## src/rtl/left_shift_unit_pkg.sv

```systemverilog
// Shared shifter constants: operation encodings, FSM state encodings and the
// per-step fill-bit selection used by the left (and right) shift units.
package left_shift_unit_pkg;

  localparam int DATA_W = 8;
  localparam int AMT_W  = 3;
  localparam int MODE_W = 2;

  localparam logic [MODE_W-1:0] MODE_ROL  = 2'b00;
  localparam logic [MODE_W-1:0] MODE_SHL  = 2'b01;
  localparam logic [MODE_W-1:0] MODE_SHL1 = 2'b10;

  typedef enum logic [1:0] {
    ST_IDLE  = 2'b00,
    ST_SHIFT = 2'b01,
    ST_DONE  = 2'b10
  } state_t;

  // Bit shifted into the vacated end on one step; the unused encoding 11
  // falls into the default arm and behaves as a rotate.
  function automatic logic fill_bit(input logic [MODE_W-1:0] mode, input logic carry);
    logic fb;
    case (mode)
      MODE_SHL:  fb = 1'b0;
      MODE_SHL1: fb = 1'b1;
      default:   fb = carry;
    endcase
    return fb;
  endfunction

endpackage

```

## src/rtl/left_shift_unit_left_step.sv

```systemverilog
// Combinational single-bit left step: shifts data up one place, inserts the
// fill bit at bit 0 and exposes the bit that falls off the top.
module left_step
  import left_shift_unit_pkg::*;
(
  input  logic [DATA_W-1:0] data,
  input  logic              fill,
  output logic [DATA_W-1:0] shifted,
  output logic              carry
);

  assign carry   = data[DATA_W-1];
  assign shifted = {data[DATA_W-2:0], fill};

endmodule

```

## src/rtl/left_shift_unit.sv

```systemverilog
// Sequential left shifter: captures an operand, shifts it one bit per clock
// for amt cycles, then pulses done with the result held on y.
//
//   state    | meaning
//   ---------+------------------------------------------------------------
//   ST_IDLE  | waiting for start; y holds the previous result
//   ST_SHIFT | one step per clock while the counter is nonzero (busy=1)
//   ST_DONE  | result valid, done=1 for one cycle; start here chains on
module left_shift_unit
  import left_shift_unit_pkg::*;
(
  input  logic              clk,
  input  logic              reset_n,
  input  logic              start,
  input  logic [DATA_W-1:0] a,
  input  logic [AMT_W-1:0]  amt,
  input  logic [MODE_W-1:0] mode,
  output logic [DATA_W-1:0] y,
  output logic              busy,
  output logic              done
);

  state_t              state, state_nxt;
  logic [DATA_W-1:0]   data_q, data_nxt;
  logic [AMT_W-1:0]    cnt_q, cnt_nxt;
  logic [MODE_W-1:0]   mode_q, mode_nxt;
  logic                busy_q, done_q;

  logic [DATA_W-1:0]   step_data;
  logic                step_carry;
  logic                step_fill;

  assign step_fill = fill_bit(mode_q, step_carry);

  left_step u_left_step (
    .data    (data_q),
    .fill    (step_fill),
    .shifted (step_data),
    .carry   (step_carry)
  );

  always_comb begin
    state_nxt = state;
    data_nxt  = data_q;
    cnt_nxt   = cnt_q;
    mode_nxt  = mode_q;

    case (state)
      ST_IDLE, ST_DONE: begin
        if (start) begin
          data_nxt  = a;
          cnt_nxt   = amt;
          mode_nxt  = mode;
          state_nxt = ST_SHIFT;
        end else begin
          state_nxt = ST_IDLE;
        end
      end
      ST_SHIFT: begin
        // Counter only decrements when nonzero, so it can never wrap.
        if (cnt_q != '0) begin
          data_nxt = step_data;
          cnt_nxt  = cnt_q - 1'b1;
        end else begin
          state_nxt = ST_DONE;
        end
      end
      default: state_nxt = ST_IDLE;
    endcase
  end

  always_ff @(posedge clk or negedge reset_n) begin
    if (!reset_n) begin
      state  <= ST_IDLE;
      data_q <= '0;
      cnt_q  <= '0;
      mode_q <= MODE_ROL;
      busy_q <= 1'b0;
      done_q <= 1'b0;
    end else begin
      state  <= state_nxt;
      data_q <= data_nxt;
      cnt_q  <= cnt_nxt;
      mode_q <= mode_nxt;
      // Status flags are registered from the next state so they align with it.
      busy_q <= (state_nxt == ST_SHIFT);
      done_q <= (state_nxt == ST_DONE);
    end
  end

  assign y    = data_q;
  assign busy = busy_q;
  assign done = done_q;

endmodule

```

## config.mk

```make
export PLATFORM = sky130hd
export DESIGN_NAME = left_shift_unit
export DESIGN_NICKNAME = d
export VERILOG_FILES = /design/src/rtl/left_shift_unit_pkg.sv /design/src/rtl/left_shift_unit_left_step.sv /design/src/rtl/left_shift_unit.sv
export SDC_FILE = /design/constraint.sdc
export NUM_CORES = 1
export LEC_CHECK = 0
export ABC_CLOCK_PERIOD_IN_PS = 1900
export CORE_MARGIN = 2
export CORE_UTILIZATION = 47
export DETAILED_ROUTE_END_ITERATION = 10
export PLACE_DENSITY = 0.87
export SKIP_CTS_REPAIR_TIMING = 1
export SLEW_MARGIN = 15
export SYNTH_ARGS = -nofsm -noshare
export SYNTH_HDL_FRONTEND = slang
export SYNTH_HIERARCHICAL = 1
export SYNTH_SLANG_ARGS = --single-unit
```

## constraint.sdc

```tcl
create_clock -name clk -period 1.9 [get_ports clk]
set_input_delay 0.38 -clock clk [delete_from_list [all_inputs] [get_ports clk]]
set_output_delay 0.38 -clock clk [all_outputs]
set_load 0.05 [all_outputs]
```

After elaboration in Yosys (flattened, before gate mapping)

Index checks and enable logic that the tools add are counted.

Word-level logic and storage cells: 31
Output and inout bits: 10
Register bits: 17

Mux-type cells: 10
Add/sub/neg operators: 1
Reductions and logical operators: 6
Equality and inequality tests: 8

Operators by type and width:

| cell                                                               | number |
|---|---|
| 8-bit 2-to-1 mux                                                   | 2 |
| 8-bit one-hot mux with 2 select lines                              | 1 |
| 2-bit by 1-bit == test with 1-bit output, second input constant    | 3 |
| 2-bit == test, second input constant                               | 3 |
| 3-bit 2-to-1 mux                                                   | 2 |
| 3-bit one-hot mux with 2 select lines                              | 1 |
| 2-bit != test, second input constant                               | 2 |
| 2-bit one-hot mux with 2 select lines                              | 1 |
| 3-bit AND reduction                                                | 1 |
| 3-bit nonzero test                                                 | 1 |
| 3-bit by 1-bit subtractor with 3-bit output, second input constant | 1 |
| 2-bit zero test                                                    | 1 |
| 2-bit 2-to-1 mux                                                   | 1 |
| 1-bit one-hot mux with 2 select lines                              | 1 |
| 2-bit AND reduction                                                | 1 |
| 2-bit nonzero test                                                 | 1 |
| 2-bit OR reduction                                                 | 1 |
| 1-bit 2-to-1 mux                                                   | 1 |

Logic depth before layout (Yosys ltp)

Gate-level depths: netlist of run 1.

Depth after elaboration: 4
Gate-level depth with buffers: 6
Gate-level depth less buffers: 5

By module

The synthesis of run 1 kept the hierarchy.

By module, submodules not included:

| module          | instances | cells each | area each (um^2) |
|---|---|---|---|
| left_shift_unit | 1         | 68         | 918.4 |
| left_step       | 1         | 9          | 67.6 |

Worst setup path before layout of run 1

OpenSTA, ideal clock, no wires.

Path type: register -> register
Start: register data_q[7], in the netlist y[7]
End: register data_q[0], in the netlist y[0]
Slack: 0.158 ns
Arrival: 1.617 ns
Library setup time: 0.125 ns
Stages on the path, launching flop included: 6
Path buffers: 2
Cell sequence: dfrtp_1 -> buf_4 -> mux2_2 -> buf_4 -> mux2_4 -> mux2_4

Longest elaborated chain between the ends: 3

Ends and longest elaborated chain:

| item                                  | RTL line                  | RTL |
|---|---|---|
| from (decl)                           | left_shift_unit.sv:24     | `logic [DATA_W-1:0] data_q, data_nxt;` |
| from (signal assigned)                | left_shift_unit.sv:82     | `data_q <= data_nxt;` |
| 1-bit one-hot mux with 2 select lines | left_shift_unit_pkg.sv:23 | `case (mode)` |
| net step_fill                         | left_shift_unit.sv:31     | `logic step_fill;` |
| 8-bit 2-to-1 mux                      | left_shift_unit.sv:61     | `if (cnt_q != '0) begin` |
| 8-bit one-hot mux with 2 select lines | left_shift_unit.sv:48     | `case (state)` |

The timed path passes the listed nets, and every way through them passes these cells. The select of a mux whose other input is x is not followed.
A chain may end at the register's enable or synchronous reset.

Worst setup path in the final report of run 1

Start: register data_q[7], in the netlist y[7]
End: output y[7]

RTL lines:

| item      | RTL line              | RTL |
|---|---|---|
| to (decl) | left_shift_unit.sv:18 | `output logic [DATA_W-1:0] y,` |

No word-level cell between the ends.

==> impl_metrics.csv, run 1 <==
group,metric,value,unit
run_status,status,"finished, final reports clean",
worst_setup_path,crit_family,"buffers and inverters",
worst_setup_path,end_kind,"primary output",
floorplanning,io_pins,26,
worst_setup_path,critPathKind,"register to primary output",
sta,maxSlewViolCount,0,
worst_setup_path,critPathLaunchType,"register",
synth,syn-num-nets,96,
routing,routed.top_layer,"met4",
worst_setup_path,arrival,1.47,ns
sta,rsz0062_at_grt,"no",
routing,drt_iter0_markers,6,
worst_setup_path,max_stage_delay,0.81,ns
power_and_ir_drop,p_sw_frac,0.4197,
power_and_ir_drop,power.leakage,0.6286,nW
sta,fin_crit,1.846,ns
power_and_ir_drop,ir_worst_vdd,889.9,uV
floorplanning,dieArea,2480,um^2
sta,finalSetupTns,0,ns
power_and_ir_drop,power_density,2083,nW/um^2
grt,grt.total_usage,0.1491,
sta,fin_crit_sh,0.9718,
routing,wirelength,1.658,mm
power_and_ir_drop,p_sw,1.075,mW
routing,vias,585,
sta,layout_setup_ws,0.05352,ns
final_layout,drive_gt1_frac,0.3333,
clock_network,clockRootBuffer,"clkbuf_4",
grt,grt_pass1_vias,601,
sta,slew_headroom,0.6595,
worst_setup_path,cp_cell_sequence,"clkdlybuf4s50_1",
routing,wl_per_cell,13.16,um
clock_network,clock_latency,0.29,ns
final_layout,layout_common_cells,"clkdlybuf4s50_1 (18), dfrtp_1 (17), mux2_4 (16), buf_4 (9), nand2_1 (5)",
floorplanning,row_count,16,
placed_design,place_hpwl,1.323,mm
final_layout,fillCellCount,167,
sta,hold_viol,0,
worst_setup_path,critPathMaxFanout,3,
routing,vias_per_cell,4.643,
power_and_ir_drop,p_int,1.487,mW
clock_network,htree_levels,1,
grt,globalRouteOverflowTotal,0,
sta,fmax,0.5416,GHz
job,maxCapViolCount,0,
synth,ys_seq_elements,17,
placed_design,gp_congestion,0.7741,
final_layout,final_common_cell,"clkdlybuf4s50_1",
worst_setup_path,required,1.52,ns
worst_hold_path,hp-class,"input pin to async pin",
synth,ys_seq_area_frac,0.4315,
floorplanning,die_x,49.80,um
final_layout,n_antenna_cell,0,
final_layout,area_growth,24.75,%
placed_design,place_area,1197,um^2
clock_network,cts_tree,"built",
synth,netlist_area,985.9,um^2
sta,setup_viol_count_final,0,
routing,antenna_left,0,
power_and_ir_drop,combinationalPowerShare,0.660,
final_layout,final_area,1230,um^2
routing,drt-met1-wl,766,um
sta,tightest_slew,0.5099,ns
floorplanning,initial_core_util,0.5026,
worst_setup_path,cp_slowest_cell,"clkdlybuf4s50_1",
power_and_ir_drop,power_frac_clock,0.075,
routing,wl_met2,810,um
routing,drt_first_pass_iters,3,
floorplanning,core_area,1962,um^2
placed_design,port_buffers,25,
grt,grt_pass1_wl,2.725,mm
grt,grt_max_degree,18,
worst_setup_path,path_buf_inv,1,
synth,ys_types,23,
synth,syn_avg_cell_area,12.80,um^2
final_layout,fin_nets,119,
clock_network,cts_buffers,3,
synth,synthCells,77,
clock_network,clk_path_buf_depth,2,
clock_network,clock_sinks,17,
routing,drc,0,
placed_design,place_ws,0.1723,ns
routing,met3_wirelength,45,um
sta,worst_clock_skew,0.007655,ns
floorplanning,die_h,49.80,um
grt,antenna_found_initial,0,
power_and_ir_drop,power.total,2.562,mW
synth,yosys_warnings,6,
power_and_ir_drop,pwr-share-seq,0.266,
clock_network,clkTransAtPathRegs,0.10,ns
flip-flops by register name (all words and copies together) (netlist names):
register,count
busy,1
cnt_q,3
done,1
mode_q,2
state,2
y,8
synth_stat cells:
master,number,area share
dfrtp_1,17,0.43
mux2_4,16,0.24
buf_4,9,0.069
nand2_1,5,0.019
inv_1,4,0.015
a21o_1,3,0.023
ha_1,3,0.038
a21oi_1,2,0.010
buf_6,2,0.023
nand3_1,2,0.010
nor2_1,2,0.0076
a211o_1,1,0.0089
a221oi_1,1,0.0089
mux2_2,1,0.011
mux2i_1,1,0.010
nand2b_1,1,0.0063
nand2b_4,1,0.014
nand3b_1,1,0.0076
nor2b_2,1,0.0089
nor2b_4,1,0.014
nor3b_1,1,0.0076
o21ai_0,1,0.0051
or2b_1,1,0.0076
per-stage QoR:
stage	hold WS (ns)	util	cells
after floorplan	0.08441	-	77
final	0.3971	0.6269	126
after global placement	0.4789	0.6103	122
after CTS	0.3925	0.6244	126
after detailed placement	0.4873	0.6103	122
after global routing	0.4026	0.6269	126
final cells by class:
cell class                 count  area [um^2]  share of cell area
multi-input combinational     45        455.4              0.3703
sequential                    17        425.4              0.3459
timing repair buffer          29        272.8              0.2218
tap                           27        33.78             0.02747
clock buffer                   3        22.52             0.01831
inverter                       4        15.01             0.01221
clock inverter                 1        5.005            0.004069
per-layer routing:
metal	global-route usage	up-vias
met5	0	-
met4	0.1111	0
met3	0.02424	4
met2	0.2289	13
met1	0.1879	271
li1	-	297
kinds of logic (layout without fill, tap and decap cells):
logic type	count (synthesis)	count (layout)	synth area share
mux	18	18	0.2652
compound gates	8	8	0.05583
buf+inv	15	37	0.1066
simple gates	16	16	0.1028
flops	17	17	0.4315
fa+ha+maj	3	3	0.03808
path summary, 6_finish.rpt:
kind,startpoint,to,slack [ns],depth (start not counted)
worst min register to register,mode_q[1],mode_q[1],0.51,2
worst min-delay path,reset_n,state[1],0.40,2
max in group asynchronous,reset_n,y[4],1.31,2
worst max-delay path,y[7],y[7],0.05,1
min in group clk,mode_q[1],mode_q[1],0.51,2
worst max register to register,state[0],y[4],0.24,4
power groups by stage:
stage	Sequential, mW	Clock (mW)	Combinational (mW)
finish	0.681	0.191	1.69
global route	0.711	0.211	1.79
CTS	0.687	0.200	1.71
detailed placement	0.697	0	1.70
global placement	0.687	0	1.66
floorplan	1.04	0	1.12
Power figures use the tool's default switching activity.
==> inputs of run 2 (changes only) <==
Settings changed: ABC_AREA from default to 1.
==> run 2 against run 1 <==
Highest routed layer unchanged. Clock skew down 0.00099 ns. Flip-flop and latch count unchanged. Non-clock buffer count decreased by 2. Setup slack better by 0.042 ns. Worst hold slack lost 0.010 ns.
==> impl_metrics.csv, run 2 <==
group,metric,value,unit
worst_setup_path,required,1.52,ns
routing,wirelength,1.843,mm
routing,antenna_left,0,
routing,vias_per_cell,4.780,
power_and_ir_drop,power_density,1959,nW/um^2
synth,yosysTopAreaCell,"dfrtp_1",
synth,ys_types,15,
synth,synth_top_area_frac,0.4450,
routing,drt_first_pass_iters,4,
job,maxCapViolCount,0,
clock_network,clockRootBuffer,"clkbuf_4",
run_status,status,"finished, final reports clean",
synth,ys_seq_area_frac,0.4450,
power_and_ir_drop,power.leakage,0.6542,nW
synth,syn_avg_cell_area,7.772,um^2
synth,synth_edf_count,0,
final_layout,area_growth,21.60,%
worst_hold_path,hp-class,"input pin to async pin",
final_layout,layout_common_cells,"nand2_1 (66), dfrtp_1 (17), clkdlybuf4s50_1 (17), buf_4 (8), inv_1 (6)",
synth,netlist_area,955.9,um^2
clock_network,cts_buffers,3,
worst_setup_path,cp_slowest_cell,"clkdlybuf4s50_1",
worst_setup_path,critPathLaunchType,"register",
sta,whs,0.3871,ns
routing,wl_per_cell,10.97,um
sta,fin_crit_sh,0.9497,
grt,grt_pass1_wl,3.263,mm
worst_setup_path,max_stage_delay,0.79,ns
routing,drc,0,
floorplanning,dieArea,2411,um^2
routing,drt_iter0_markers,20,
grt,grt_max_degree,18,
worst_setup_path,end_kind,"primary output",
floorplanning,die_x,49.10,um
floorplanning,io_pins,26,
synth,async_flop_share,1.000,
floorplanning,row_count,16,
worst_setup_path,critPathKind,"register to primary output",
floorplanning,die_h,49.10,um
synth,synthTopCellsByArea,"dfrtp_1 (45%), nand2_1 (26%), buf_4 (7.9%)",
worst_setup_path,cp_cell_sequence,"clkdlybuf4s50_1",
sta,slew_headroom,0.6669,
synth,synthCells,123,
sta,finalSetupTns,0,ns
routing,vias,803,
sta,worst_clock_skew,0.006664,ns
clock_network,clk_path_buf_depth,2,
placed_design,place_hpwl,1.303,mm
clock_network,clock_latency,0.30,ns
floorplanning,initial_core_util,0.4923,
sta,setup_viol_count_final,0,
grt,grt.total_usage,0.1775,
worst_setup_path,path_buf_inv,1,
final_layout,largest_reg_flops,8,
grt,antenna_found_initial,0,
synth,ys_seq_elements,17,
final_layout,final_common_cell,"nand2_1",
sta,tightest_slew,0.4988,ns
floorplanning,core_area,1942,um^2
grt,grt_pass1_vias,742,
worst_setup_path,crit_family,"buffers and inverters",
final_layout,fin_nets,161,
clock_network,htree_levels,1,
power_and_ir_drop,ir_worst_vdd,998.4,uV
sta,fin_crit,1.805,ns
clock_network,clock_sinks,17,
synth,synth_flop_cell,"dfrtp_1",
clock_network,cts_tree,"built",
clock_network,clkTransAtPathRegs,0.10,ns
grt,globalRouteOverflowTotal,0,
placed_design,gp_congestion,0.7129,
synth,syn-num-nets,142,
final_layout,drive_gt1_frac,0.1560,
sta,rsz0062_at_grt,"no",
synth,netlist_top_cells_count,"nand2_1 (66), dfrtp_1 (17), buf_4 (10), inv_1 (6), nand2_2 (4)",
sta,hold_viol,0,
final_layout,n_antenna_cell,0,
synth,yosys_warnings,6,
synth,yosysMostFrequentCell,"nand2_1",
final_layout,final_core_util,0.5986,
sta,maxSlewViolCount,0,
worst_setup_path,arrival,1.42,ns
worst_setup_path,critPathMaxFanout,1,
placed_design,port_buffers,25,
sta,fmax,0.5542,GHz
## run 2: changes by cell type after synthesis, moves of 2 or more
| cell | delta |
|---|---|
| nand2_2 | +4 |
| nand2_1 | +61 |
| a21oi_1 | -2 |
| inv_1 | +2 |
| mux2_4 | -16 |
| inv_2 | +3 |
| o21ai_0 | +2 |
| a21o_1 | -3 |
## run 2: cell families (layout without fill, tap and decap cells)
kind of cell	Yosys count	after routing	synth area share
adder cells (fa/ha/maj)	3	3	0.03927
AND/OR/NAND/NOR	76	76	0.3220
AO/OA/AOI/OAI	4	4	0.03272
buffers and inverters	22	40	0.1492
multiplexers	1	1	0.01178
flip-flops	17	17	0.4450
## run 2: path summary, 6_finish.rpt
path,from,endpoint,slack (ns),depth (start not counted)
worst min-delay path,reset_n,busy,0.39,2
max in group asynchronous,reset_n,y[6],1.32,2
worst min register to register,cnt_q[1],cnt_q[1],0.49,2
worst max register to register,cnt_q[0],y[0],0.52,6
worst max-delay path,done,done,0.1,1
min in group clk,cnt_q[1],cnt_q[1],0.49,2
## run 2: cell type report
cell class	instances	area (um^2)
timing repair buffer	27	255.2
sequential	17	425.4
clock buffer	4	26.28
tap	27	33.78
inverter	9	33.78
fill	192	779.5
multi-input combinational	84	387.9
## run 2: where the power goes
group	internal [mW]	switching [mW]	leakage [nW]
registers	0.541	0.119	0.212
logic	0.460	0.959	0.427
clock network	0.0820	0.117	0.0150
## run 2: through the flow
step / setup WS, ns / power, mW / std cells / area [um^2]
floorplan: 0.4764 / 1.918 / 123 / 955.9
global placement: 0.3729 / 2.042 / 164 / 1131
detailed placement: 0.3622 / 2.089 / 164 / 1131
CTS: 0.02150 / 2.296 / 168 / 1157
global route: 0.05151 / 2.473 / 168 / 1162
finish: 0.09549 / 2.277 / 168 / 1162
## run 2: per-layer routing
| metal | routed length [um] | GRT usage | up-vias |
|---|---|---|---|
| met5 | 0 | 0 | - |
| met4 | 29 | 0.08571 | 0 |
| met3 | 114 | 0.03067 | 3 |
| met2 | 914 | 0.3041 | 32 |
| met1 | 784 | 0.2139 | 375 |
| li1 | - | - | 393 |
